`src/rtl/dmc_dma_ctrl.sv`:
```
// -----------------------------------------------------------------------------
// dmc_dma_ctrl
//   Sequences the DMC sample-fetch DMA. On a buffer-empty request it halts the
//   CPU (waiting for a read cycle, since writes cannot be stalled), spends one
//   dummy cycle, optionally one alignment cycle, then takes the address bus for
//   a single fetch cycle. Holds the $4010/$4012/$4013 registers, the sample
//   address/length counters and the DMC IRQ flag.
//
//   Optional feature (macro DMC_DMA_GET_ALIGN_EN): the fetch is forced onto a
//   "get" cycle (phase=1) by inserting one ALIGN cycle after DUMMY when needed.
//   Without the macro DUMMY always goes straight to FETCH and no phase flop
//   exists.
//
// Ports
//   ACLK        clock, one rising edge per CPU cycle
//   RES         asynchronous active-high reset
//   RnW         CPU direction of the current cycle (1 = read)
//   W4010       $4010 write strobe: DB[7] IRQ enable, DB[6] loop
//   W4012       $4012 write strobe: sample start address
//   W4013       $4013 write strobe: sample length
//   W4015       $4015 write strobe: DB[4] DMC enable, always clears DMC_INT
//   DB[7:0]     register write data / fetched sample byte
//   BufEmpty    sample buffer empty, fetch requested
//   RUNDMC      DMA sequence active (freezes sprite DMA)
//   n_DMCAB     0 while DMC owns the address bus (fetch cycle)
//   DMCRDY      0 while the CPU is stalled for DMC
//   DMC_Addr    current sample address
//   SampleBuf   last fetched byte
//   SampleLoad  one-cycle pulse after SampleBuf was updated
//   DMC_INT     DMC IRQ flag
//   DMC_Active  remaining length != 0
// -----------------------------------------------------------------------------
module dmc_dma_ctrl #(
    parameter logic [15:0] ADDR_BASE = 16'hC000,
    parameter logic [15:0] WRAP_ADDR = 16'h8000,
    parameter int          LEN_SHIFT = 4
) (
    input  logic        ACLK,
    input  logic        RES,
    input  logic        RnW,
    input  logic        W4010,
    input  logic        W4012,
    input  logic        W4013,
    input  logic        W4015,
    input  logic [7:0]  DB,
    input  logic        BufEmpty,
    output logic        RUNDMC,
    output logic        n_DMCAB,
    output logic        DMCRDY,
    output logic [15:0] DMC_Addr,
    output logic [7:0]  SampleBuf,
    output logic        SampleLoad,
    output logic        DMC_INT,
    output logic        DMC_Active
);

    // Wide enough for ($FF << LEN_SHIFT) + 1 without overflow.
    localparam int LW = 8 + LEN_SHIFT;

    typedef enum logic [2:0] {
        S_IDLE,
        S_HALT,
        S_DUMMY,
        S_ALIGN,
        S_FETCH
    } state_t;

    state_t        state, state_next;
    logic          irq_en, loop_en;
    logic [7:0]    addr_reg, len_reg;
    logic [LW-1:0] length, length_next;
    logic [15:0]   addr_next, addr_inc, start_addr;
    logic [LW-1:0] start_len;
    logic          fetch_done, last_fetch, dma_disable, enable_reload;
    logic          irq_set, irq_clr;

`ifdef DMC_DMA_GET_ALIGN_EN
    // phase=1 marks a "get" cycle; toggles on every edge out of reset.
    logic phase;

    always_ff @(posedge ACLK or posedge RES) begin
        if (RES) phase <= 1'b0;
        else     phase <= ~phase;
    end
`endif

    // ---------------- FSM: next state and bus-control outputs ----------------
    always_comb begin
        // NOTE: every signal driven here gets a default first, so no branch can
        // leave one unassigned and infer a latch.
        state_next = state;
        RUNDMC     = 1'b1;
        DMCRDY     = 1'b0;
        n_DMCAB    = 1'b1;
        case (state)
            S_IDLE: begin
                RUNDMC = 1'b0;
                DMCRDY = 1'b1;
                if (BufEmpty && (length != '0)) state_next = S_HALT;
            end
            // A CPU write cannot be stalled: wait for the first read cycle.
            S_HALT:  if (RnW) state_next = S_DUMMY;
`ifdef DMC_DMA_GET_ALIGN_EN
            // Phase flips on the DUMMY exit edge, so phase=0 now means the
            // next cycle is a get cycle.
            S_DUMMY: state_next = phase ? S_ALIGN : S_FETCH;
`else
            S_DUMMY: state_next = S_FETCH;
`endif
            S_ALIGN: state_next = S_FETCH;
            S_FETCH: begin
                n_DMCAB    = 1'b0;
                state_next = S_IDLE;
            end
            default: state_next = S_IDLE;
        endcase
    end

    // ---------------- address / length counters ----------------
    assign fetch_done    = (state == S_FETCH);
    assign last_fetch    = fetch_done && (length == LW'(1));
    assign dma_disable   = W4015 && !DB[4];
    assign enable_reload = W4015 && DB[4] && (length == '0);
    assign start_addr    = ADDR_BASE + {2'b00, addr_reg, 6'b000000};
    assign start_len     = (LW'(len_reg) << LEN_SHIFT) + LW'(1);
    assign addr_inc      = (DMC_Addr == 16'hFFFF) ? WRAP_ADDR : DMC_Addr + 16'd1;

    always_comb begin
        addr_next   = DMC_Addr;
        length_next = length;
        if (fetch_done) begin
            addr_next = addr_inc;
            // Length may already be 0 if the channel was disabled mid-sequence.
            if (length != '0) length_next = length - LW'(1);
        end
        // A disable on the final fetch suppresses the loop reload; an enable
        // write on an idle channel overrides whatever the fetch computed.
        if ((last_fetch && loop_en && !dma_disable) || enable_reload) begin
            addr_next   = start_addr;
            length_next = start_len;
        end
        if (dma_disable) length_next = '0;
    end

    // Register writes on the same edge take priority over setting the IRQ.
    assign irq_set = last_fetch && !loop_en && irq_en;
    assign irq_clr = W4015 || (W4010 && !DB[7]);

    // ---------------- state registers ----------------
    // NOTE: sequential state uses non-blocking assignments so every flop
    // samples pre-edge values regardless of statement order.
    always_ff @(posedge ACLK or posedge RES) begin
        if (RES) begin
            state      <= S_IDLE;
            length     <= '0;
            DMC_Addr   <= ADDR_BASE;
            DMC_Active <= 1'b0;
            SampleBuf  <= 8'h00;
            SampleLoad <= 1'b0;
            DMC_INT    <= 1'b0;
            irq_en     <= 1'b0;
            loop_en    <= 1'b0;
            addr_reg   <= 8'h00;
            len_reg    <= 8'h00;
        end else begin
            state      <= state_next;
            length     <= length_next;
            DMC_Addr   <= addr_next;
            DMC_Active <= (length_next != '0);
            SampleLoad <= fetch_done;
            if (fetch_done) SampleBuf <= DB;
            if (W4010) begin
                irq_en  <= DB[7];
                loop_en <= DB[6];
            end
            if (W4012) addr_reg <= DB;
            if (W4013) len_reg  <= DB;
            if (irq_clr)      DMC_INT <= 1'b0;
            else if (irq_set) DMC_INT <= 1'b1;
        end
    end

endmodule

```
`config.mk`:
```
export PLATFORM = sky130hd
export DESIGN_NAME = dmc_dma_ctrl
export DESIGN_NICKNAME = d
export VERILOG_FILES = /design/src/rtl/dmc_dma_ctrl.sv
export SDC_FILE = /design/constraint.sdc
export NUM_CORES = 1
export LEC_CHECK = 0
export BUFFER_PORTS_ARGS = -buffer_cell sky130_fd_sc_hd__buf_2
export CORE_ASPECT_RATIO = 2
export CORE_MARGIN = 2
export CORE_UTILIZATION = 32
export DETAILED_ROUTE_END_ITERATION = 16
export MAX_ROUTING_LAYER = met4
export PLACE_DENSITY_LB_ADDON = 0.2
export SYNTH_ARGS = -nofsm -noshare
export SYNTH_HDL_FRONTEND = slang
export SYNTH_SLANG_ARGS = --single-unit
```
`constraint.sdc`:
```
create_clock -name ACLK -period 4.9 [get_ports ACLK]
set_input_delay 0 -clock ACLK [delete_from_list [all_inputs] [get_ports ACLK]]
set_output_delay 0 -clock ACLK [all_outputs]
set_load 0.01 [all_outputs]
```
## Yosys cells after proc, flatten, opt, wreduce, memory -nomap -nowiden

Index checks and enable logic that the tools add are counted.

- Flip-flop bits (word level): 60
- Input port bits: 16
- Output and inout bits: 30
- Logic and storage cells: 62

- $add $sub $neg: 4
- Equality and inequality tests: 8
- Multiplexer cells: 15
- Reductions and logical operators: 24

Operators with widths:

| operator | count |
|---|---|
| $mux W12 | 4 |
| $mux W16 | 3 |
| $reduce_bool A12 Y1 | 2 |
| $add A15 B15 Y16 const A | 1 |
| $add A16 B1 Y16 const B | 1 |
| $eq A16 B16 Y1 const B | 1 |
| $add A12 B1 Y12 const B | 1 |
| $eq A12 B1 Y1 const B | 1 |
| $logic_not A12 Y1 | 1 |
| $sub A12 B1 Y12 const B | 1 |
| $logic_and A1 B1 Y1 | 10 |
| $pmux W3 S3 | 1 |
| $eq A3 B2 Y1 const B | 2 |
| $mux W3 | 2 |
| $mux W1 | 5 |
| $logic_not A1 Y1 | 4 |
| $ne A2 B2 Y1 const B | 2 |
| $reduce_bool A2 Y1 | 2 |
| $eq A3 B1 Y1 const B | 1 |
| $eq A3 B3 Y1 const B | 1 |
| $logic_not A3 Y1 | 1 |
| $logic_or A1 B1 Y1 | 2 |
| $reduce_and A2 Y1 | 1 |
| $reduce_or A2 Y1 | 1 |

## Depth between registers and ports, before layout

Gate-level depths: netlist of run 1.

- Depth in word-level cells: 8
- Gate-level depth with buffers: 10

## Worst setup path after synthesis of run 1

OpenSTA, ideal clock, no wires.

- Path kind: flip-flop to flip-flop
- Start: register length[10]
- End: register DMC_Active
- Arrival time: 2.085 ns
- Required time: 4.762 ns
- Path slack: 2.677 ns
- Cell stages (with the launch flop): 7
- Buffers on the path: 0
- Period minus slack after synthesis: 2.223 ns
- Cell sequence: dfrtp_1 or4_4 nor3_4 nand2_1 or4_1 a32oi_1 nand4_1

- Longest elaborated chain between the ends: 8
- Elaborated cells on any way between the ends: 14

RTL lines:

| item | RTL line | text |
|---|---|---|
| start, declared | 71 | `logic [LW-1:0] length, length_next;` |
| start signal, assigned | 167 | `length <= length_next;` |
| branches (longest 5 deep; another with $sub A12 B1 Y12) | - |  |
| $mux W12 (*) | 138 | `if ((last_fetch && loop_en && !dma_disable) \|\| enable_reload) begin` |
| $mux W12 (*) | 142 | `if (dma_disable) length_next = '0;` |
| $reduce_bool A12 Y1 (*) | 169 | `DMC_Active <= (length_next != '0);` |
| end signal, assigned | 169 |  |
| end, declared | 54 | `output logic DMC_Active` |

Every way passes the cells marked *.
A chain may end at the register's enable or synchronous reset.

## Final worst setup path of run 1

- Start: register state[0]
- End: register DMC_Addr[6]

- Longest elaborated chain between the ends: 6
- Elaborated cells on any way between the ends: 7

RTL lines:

| item | RTL line | text |
|---|---|---|
| start, declared | 68 | `state_t state, state_next;` |
| start signal, assigned | 166 | `state <= state_next;` |
| $eq A3 B3 Y1 (*) | 120 | `assign fetch_done = (state == S_FETCH);` |
| $logic_and A1 B1 Y1 | 121 | `assign last_fetch = fetch_done && (length == LW'(1));` |
| $logic_and A1 B1 Y1 (2 in a row) | 138 |  |
| $logic_or A1 B1 Y1 | 138 |  |
| $mux W16 or $reduce_bool A2 Y1 (tied branches) | - |  |
| end signal, assigned | 168 | `DMC_Addr <= addr_next;` |
| end, declared | 50 | `output logic [15:0] DMC_Addr,` |

Every way passes the cells marked *; elsewhere a longest branch is shown, timed or not.

==> results.tsv, run 1 <==
metric	value	unit
status	completed	
CP Launch Type	flip-flop	
die width	73.28	µm
layout cells sized above 1	25.47	%
FF-to-FF Start	state[0]$_DFFE_PP0P_	
Clock power frac	26.8	%
FF+latch area	0.001504	mm²
Worst Path Required	5110	ps
vias	2612	
Gate power share	37.2	%
Rows	50	
Critical Path AT	3390	ps
DRT Pass-1 Iters	4	
drt wl/cell	17.48	µm
later-pin clock latency in the skew report	330	ps
P_leak	1.680	nW
worst setup path startpoint	state[0]$_DFFE_PP0P_	
Final ANT Viol Nets	0	
GPL Wtd Cong	0.9004	
CTS Hold Bufs	14	
Die ar.	0.01045	mm²
sequential share of the synthesized area	48.96	%
DR vias/cell	5.476	
crit path max fanout	20	
largest registers	DMC_Addr: 16 flops, length: 12 flops	
minimum clock period	3179	ps
Crit Path Category	flip-flop to flip-flop	
antenna diode count	0	
CTS HTree Levels	3	
die height	142.6	µm
Avg Inst Size Synth	9.973	µm²
final-layout fill cell count	921	
Hold Crit Class	input pin to flip-flop	
non-filler instance count after layout	477	
area of the multi-input gates	0.001503	mm²
core region area	0.009321	mm²
maximum vdd drop	217.6	µV
synth unique cells	57	
vias in the first global route	2643	
commonest non-fill, non-tap cells in the layout	58 x dfrtp_1, 58 x nand2_1, 45 x buf_2	
Yosys warnings	0	
Switch Pwr	0.8448	mW
Net Count, Synth	328	
Clock Skew	7.995	ps
antenna violations before repair	0	
fmax	314.5	MHz
DRC	0	
Final Hold Violating Endpoints	0	
clk sink count	60	
routed wire length	8336	µm
hold wc startpoint	BufEmpty	
Root Buffer	clkbuf_16	
DP HPWL	6213	µm
Switching Fraction	38.68	%
Max-Cap Viols	0	
Post-synth EDFFs	0	
Inserted Clock Buffers	9	
Biggest register	DMC_Addr	
CTS tree	done	
port buffer count	45	
clk slew on worst S/H paths	50	ps
worst-margin pin slew	768.2	ps
Syn-to-layout area delta	24.24	%
# nets final	390	
final setup fails	0	
first-pass GRT wire length	13660	µm
RSZ-0062 raised after global routing	false	
Ports	46	
synthesis-stage register bit count	60	
post-cts sizing count	0	
Final TNS setup	0	ps
Post-synth ARST share	100.0	%
Mapped Cells	308	
Power Density	572.2	mW/mm²
sequential share of power	36.0	%
synthesized cell area	0.003072	mm²
fin crit share	64.88	%
count of final max-slew check failures	0	
Cell Count Post-Placement	449	
Hold Worst Slack	48.49	ps
slew margin rel.	48.79	%
largest net degree at the start of global routing	61	
total track usage	18.07	%
Initial Utilization	32.95	%
Pint	1.339	mW
Longest Clk Path Bufs	2	
DRT iter0 DRCs	125	
Largest register FFs	16	
postcts setup bufs	0	
grt ovf	0	
Crit. End Element	flip-flop	
ys flop type	dfrtp_1	
==> final timing paths <==
kind | end | slack, ps | cells after the start
min in group asynchronous | SampleBuf[5]$_DFFE_PP0N_ | 440 | 4
setup reg to reg | DMC_Addr[6]$_DFFE_PP0P_ | 1720 | 8
hold / removal | state[0]$_DFFE_PP0P_ | 50 | 3
hold reg to reg | SampleBuf[2]$_DFFE_PP0N_ | 480 | 2
max in group asynchronous | addr_reg[1]$_DFFE_PP0P_ | 3950 | 4
setup / recovery | DMC_Addr[6]$_DFFE_PP0P_ | 1720 | 8
==> logic make-up (layout without fill, tap and decap cells) <==
logic type / Yosys count / in the layout / synth area share [%]
buffers and inverters: 16 / 81 / 2.281
DFF: 60 / 60 / 48.96
adders and majority gates: 5 / 5 / 1.955
muxes: 18 / 18 / 6.599
xor gates and xnor gates: 11 / 11 / 3.136
AOI/OAI and AO/OA: 62 / 62 / 14.71
and+or+nand+nor: 136 / 136 / 22.36
==> layout make-up <==
class                   count  area share, %
clock buffers              12          6.984
clock inverters             2         0.2623
flip-flops and latches     60          39.41
repair buffers             61          9.967
well taps                 104          3.410
inverters                   6         0.5902
multi-input cells         232          39.38
==> metal layers <==
| layer | part of all wire (%) | track usage [%] | up-vias |
|---|---|---|---|
| met3 | 3.1 | 3.399 | 26 |
| met4 | 4.7 | 10.23 | 0 |
| li1 | - | - | 1250 |
| met5 | 0 | - | - |
| met1 | 37 | 19.00 | 1270 |
| met2 | 55 | 30.73 | 66 |
==> per-stage QoR <==
stage | setup WS (ps) | cell area (µm²) | utilization, % | power (mW)
2_1_floorplan | 2677 | 3072 | - | 1.321
3_3_place_gp | 1830 | 3400 | 36.47 | 1.600
3_5_place_dp | 1721 | 3400 | 36.47 | 1.603
4_1_cts | 1708 | 3816 | 40.94 | 2.208
5_1_grt | 1435 | 3816 | 40.94 | 2.334
6_report | 1721 | 3816 | 40.94 | 2.184
==> critical path, stage by stage (launching register included) <==
cell and delay [ps]:
dfrtp_1 430, nor3b_2 190, buf_4 280, inv_1 350, o21ai_0 440, and3_1 650, nor2_2 200, a21o_1 200
a221o_1 280
==> synth_stat cells (4+ instances only) <==
library cell	count	area share, %
dfrtp_1	58	47
nand2_1	58	7.1
o21ai_0	19	3.1
mux2_2	18	6.6
nor2_1	16	2.0
nor3_1	13	2.1
nand3_1	11	1.8
a21oi_1	8	1.3
a221o_1	6	2.0
inv_1	6	0.73
xor2_1	6	1.7
clkbuf_1	5	0.61
xnor2_1	5	1.4
a21o_1	4	0.98
ha_1	4	1.6
nand4_1	4	0.81
nor4_1	4	0.81
or3_1	4	0.81
==> power by group through the flow <==
stage | Clock [mW] | Sequential [mW] | Combinational [mW]
after CTS | 0.598 | 0.786 | 0.824
after detailed placement | 0 | 0.791 | 0.812
after floorplan | 0 | 0.780 | 0.541
after global placement | 0 | 0.792 | 0.808
final | 0.585 | 0.787 | 0.812
after global routing | 0.627 | 0.810 | 0.897
No activity file was read; power rests on OpenSTA's default activity.
==> run 2, diff against run 1 <==
- ABC_AREA: unset -> 1
- clock period: 4.9 -> 2.9 ns (I/O delays scaled with it)
==> run 2 against run 1 <==
Clock skew decreased by 1.2 ps. Total power is 99% higher. Flip-flop and latch count unchanged. Cell count up 31%. Final area increased by 8.6%. Via count rose by 10%. Register-to-register slack got worse by 840 ps. Core utilization is 0.15 points higher. Fmax rose by 57%. Critical path type unchanged. Critical endpoint is now DMC_Addr[9]$_DFFE_PP0P_. Largest cell class is now multi-input gates. Highest routed layer unchanged.
==> results.tsv, run 2 <==
metric	value	unit	change
core region area	0.01008	mm²	+8.2%
worst setup margin	876.7	ps	-844.1 ps
worst-margin pin slew	547.6	ps	-220.5 ps
vias	2878		+10%
P_leak	2.161	nW	+29%
clk sink count	60		unchanged
largest net degree at the start of global routing	42		-31%
Crit Path Category	flip-flop to flip-flop		
Max stage delay on crit path	410	ps	-240 ps
Area contributors post-synth	dfrtp_1 44%, nand2_1 14%, inv_1 6.8%, nor2_1 4.6%, nand3_1 3.8%		
DP HPWL	6875	µm	+11%
Power Density	1048	mW/mm²	+83%
grt ovf	0		unchanged
R2R depth	12		+4
Synth Area in Adders	1.517	%	-0.44 points
sequential share of the synthesized area	45.58	%	-3.4 points
top cell type by total area after synthesis	dfrtp_1		
Buffers & Inverters on Critical Path	3		+1
fin crit share	69.77	%	+4.9 points
Post-Synth XOR/XNOR Area	2.920	%	-0.22 points
Post-synth EDFFs	0		unchanged
largest registers	DMC_Addr: 16 flops, length: 12 flops		
commonest non-fill, non-tap cells in the layout	121 x nand2_1, 59 x inv_1, 58 x dfrtp_1		
final setup fails	0		unchanged
crit path max fanout	17		-15%
Mapped Cells	421		+37%
r2r endpoint	DMC_Addr[9]$_DFFE_PP0P_		
Rows	52		+4.0%
Ports	46		unchanged
Avg Inst Size Synth	7.837	µm²	-21%
Clock Skew	6.761	ps	-1.235 ps
Clock power frac	28.9	%	+2.1 points
worst setup path startpoint	length[0]$_DFF_PP0_		
Pint	2.611	mW	+95%
Inserted Clock Buffers	9		unchanged
Root Buffer	clkbuf_16		
CTS tree	done		
antenna violations before repair	0		unchanged
CP Cell Sequence	inv_1, ha_1, inv_1, nor2_2, nand3_2, nand2_4, nand2_8, nand2_8, inv_4, nand2_1, nand2_1, o21bai_1		
Net Count, Synth	441		+34%
largest family of logic cells by synthesized area	simple AND/OR/NAND/NOR gates		
die height	147.6	µm	+3.5%
CTS HTree Levels	3		unchanged
later-pin clock latency in the skew report	330	ps	about the same
WP depth	12		+4
FF-to-FF Start	length[0]$_DFF_PP0_		
Die ar.	0.01119	mm²	+7.1%
reg2reg setup slack	880	ps	-840 ps
CP Launch Type	flip-flop		
post-synth top area share	43.99	%	-3.3 points
count of final max-slew check failures	0		unchanged
Final TNS setup	0	ps	unchanged
Largest register FFs	16		unchanged
sequential share of power	30.4	%	-5.6 points
minimum clock period	2023	ps	-1156 ps
Post-synth ARST share	100.0	%	unchanged
RSZ-0062 raised after global routing	false		
Synth Area in Compound Gates	8.646	%	-6.1 points
CP endpoint	DMC_Addr[9]$_DFFE_PP0P_		
Worst Path Required	3110	ps	-2000 ps
Hold Crit Class	input pin to flip-flop		
commonest non-fill, non-tap cell in the layout	nand2_1		
Crit. End Element	flip-flop		
total track usage	18.08	%	about the same
Biggest register	DMC_Addr		
Final ANT Viol Nets	0		unchanged
CTS Hold Bufs	12		-2
DRC	0		unchanged
cell family with most CP delay	simple AND/OR/NAND/NOR gates		
synthesis-stage register bit count	60		unchanged
Initial Utilization	32.72	%	-0.24 points
vias in the first global route	2980		+13%
Post-Synth Simple-Gate Area	31.85	%	+9.5 points
Switching Fraction	39.87	%	+1.2 points
layout cells sized above 1	21.22	%	-4.2 points
post-cts sizing count	0		unchanged
DR vias/cell	4.605		-16%
count leader, synth	nand2_1		
postcts setup bufs	0		unchanged
Longest Clk Path Bufs	2		unchanged
antenna diode count	0		unchanged
fmax	494.2	MHz	+57%
Gate power share	40.6	%	+3.4 points
synthesized cell area	0.003299	mm²	+7.4%
Slowest cell on crit path	dfrtp_1		
Syn-to-layout area delta	25.60	%	
ys flop type	dfrtp_1		
post-synthesis mux area share	0.6826	%	-5.9 points
routed wire length	8692	µm	+4.3%
status	completed		
DRT iter0 DRCs	96		-23%
Switch Pwr	1.731	mW	+100%
Yosys warnings	0		unchanged
top cells by count, synth	121 x nand2_1, 60 x inv_1, 58 x dfrtp_1		
drt wl/cell	13.91	µm	-20%
synth unique cells	38		-33%
Final Hold Violating Endpoints	0		unchanged
slew margin rel.	63.49	%	+15 points
first-pass GRT wire length	14550	µm	+6.5%
# nets final	505		+29%
die width	75.80	µm	+3.4%
DRT Pass-1 Iters	4		unchanged
clk slew on worst S/H paths	50	ps	about the same
GPL Wtd Cong	0.8216		-8.8%
Max-Cap Viols	0		unchanged
port buffer count	45		unchanged
Critical Path AT	2230	ps	-1160 ps
maximum vdd drop	573.5	µV	+160%
dpl ws	880.6	ps	-840.4 ps
-- run 2: cell types whose count changed in the layout (fill, tap and decap cells not counted), moves of 5 or more --
cell     change
nand2_1     +63
nor2_2      +11
nor2_1      +24
mux2_2      -16
o21ai_1      +5
a221o_1      -6
inv_1       +54
nand2_2      +6
nand3_1     +14
nor3_1      -11
-- run 2: logic make-up after synthesis --
family | Yosys count
and+or+nand+nor | 225
xor gates and xnor gates | 11
adders and majority gates | 4
buffers and inverters | 72
AOI/OAI and AO/OA | 47
DFF | 60
muxes | 2
-- run 2: per-layer routing --
metal / wire length (µm) / track usage, % / share of wire, %
met5: 0 / - / 0
met4: 334 / 8.509 / 3.8
met3: 254 / 2.931 / 2.9
met2: 5040 / 32.46 / 58
met1: 3063 / 17.97 / 35
-- run 2: area by class of cell --
cell class                 count  area [µm²]
sequential                    60        1504
fill                        1037        5941
clock buffer                  12       256.5
tap                          135       168.9
inverter                      65       246.5
multi-input combinational    289        1505
timing repair buffer          60       367.9
clock inverter                 4       95.09
-- run 2: through the flow --
stage	hold WS, ps	area (µm²)	instances	total power [mW]	utilization (%)
floorplan	72.41	3299	421	2.585	-
global placement	28.75	3672	597	3.106	36.41
detailed placement	30.47	3672	597	3.118	36.41
CTS	44.15	4144	625	4.403	41.09
global route	68.83	4144	625	4.698	41.09
finish	37.58	4144	625	4.342	41.09
-- run 2: worst min path at each step --
stage	startpoint	endpoint	slack [ps]	depth (start not counted)
2_1_floorplan	W4015	DMC_INT$_DFFE_PP0P_	70	1
3_3_place_gp	RES	SampleLoad$_DFF_PP0_	30	2
3_5_place_dp	RES	SampleLoad$_DFF_PP0_	30	2
4_1_cts	W4013	len_reg[4]$_DFFE_PP0P_	40	2
5_1_grt	W4013	len_reg[5]$_DFFE_PP0P_	70	2
6_report	W4013	len_reg[5]$_DFFE_PP0P_	40	2
-- run 2: power by group through the flow --
stage / registers, mW / clock network (mW) / logic [mW]
6_report: 1.32 / 1.26 / 1.76
5_1_grt: 1.36 / 1.32 / 2.02
4_1_cts: 1.33 / 1.27 / 1.80
3_5_place_dp: 1.34 / 0 / 1.78
3_3_place_gp: 1.33 / 0 / 1.77
2_1_floorplan: 1.34 / 0 / 1.25
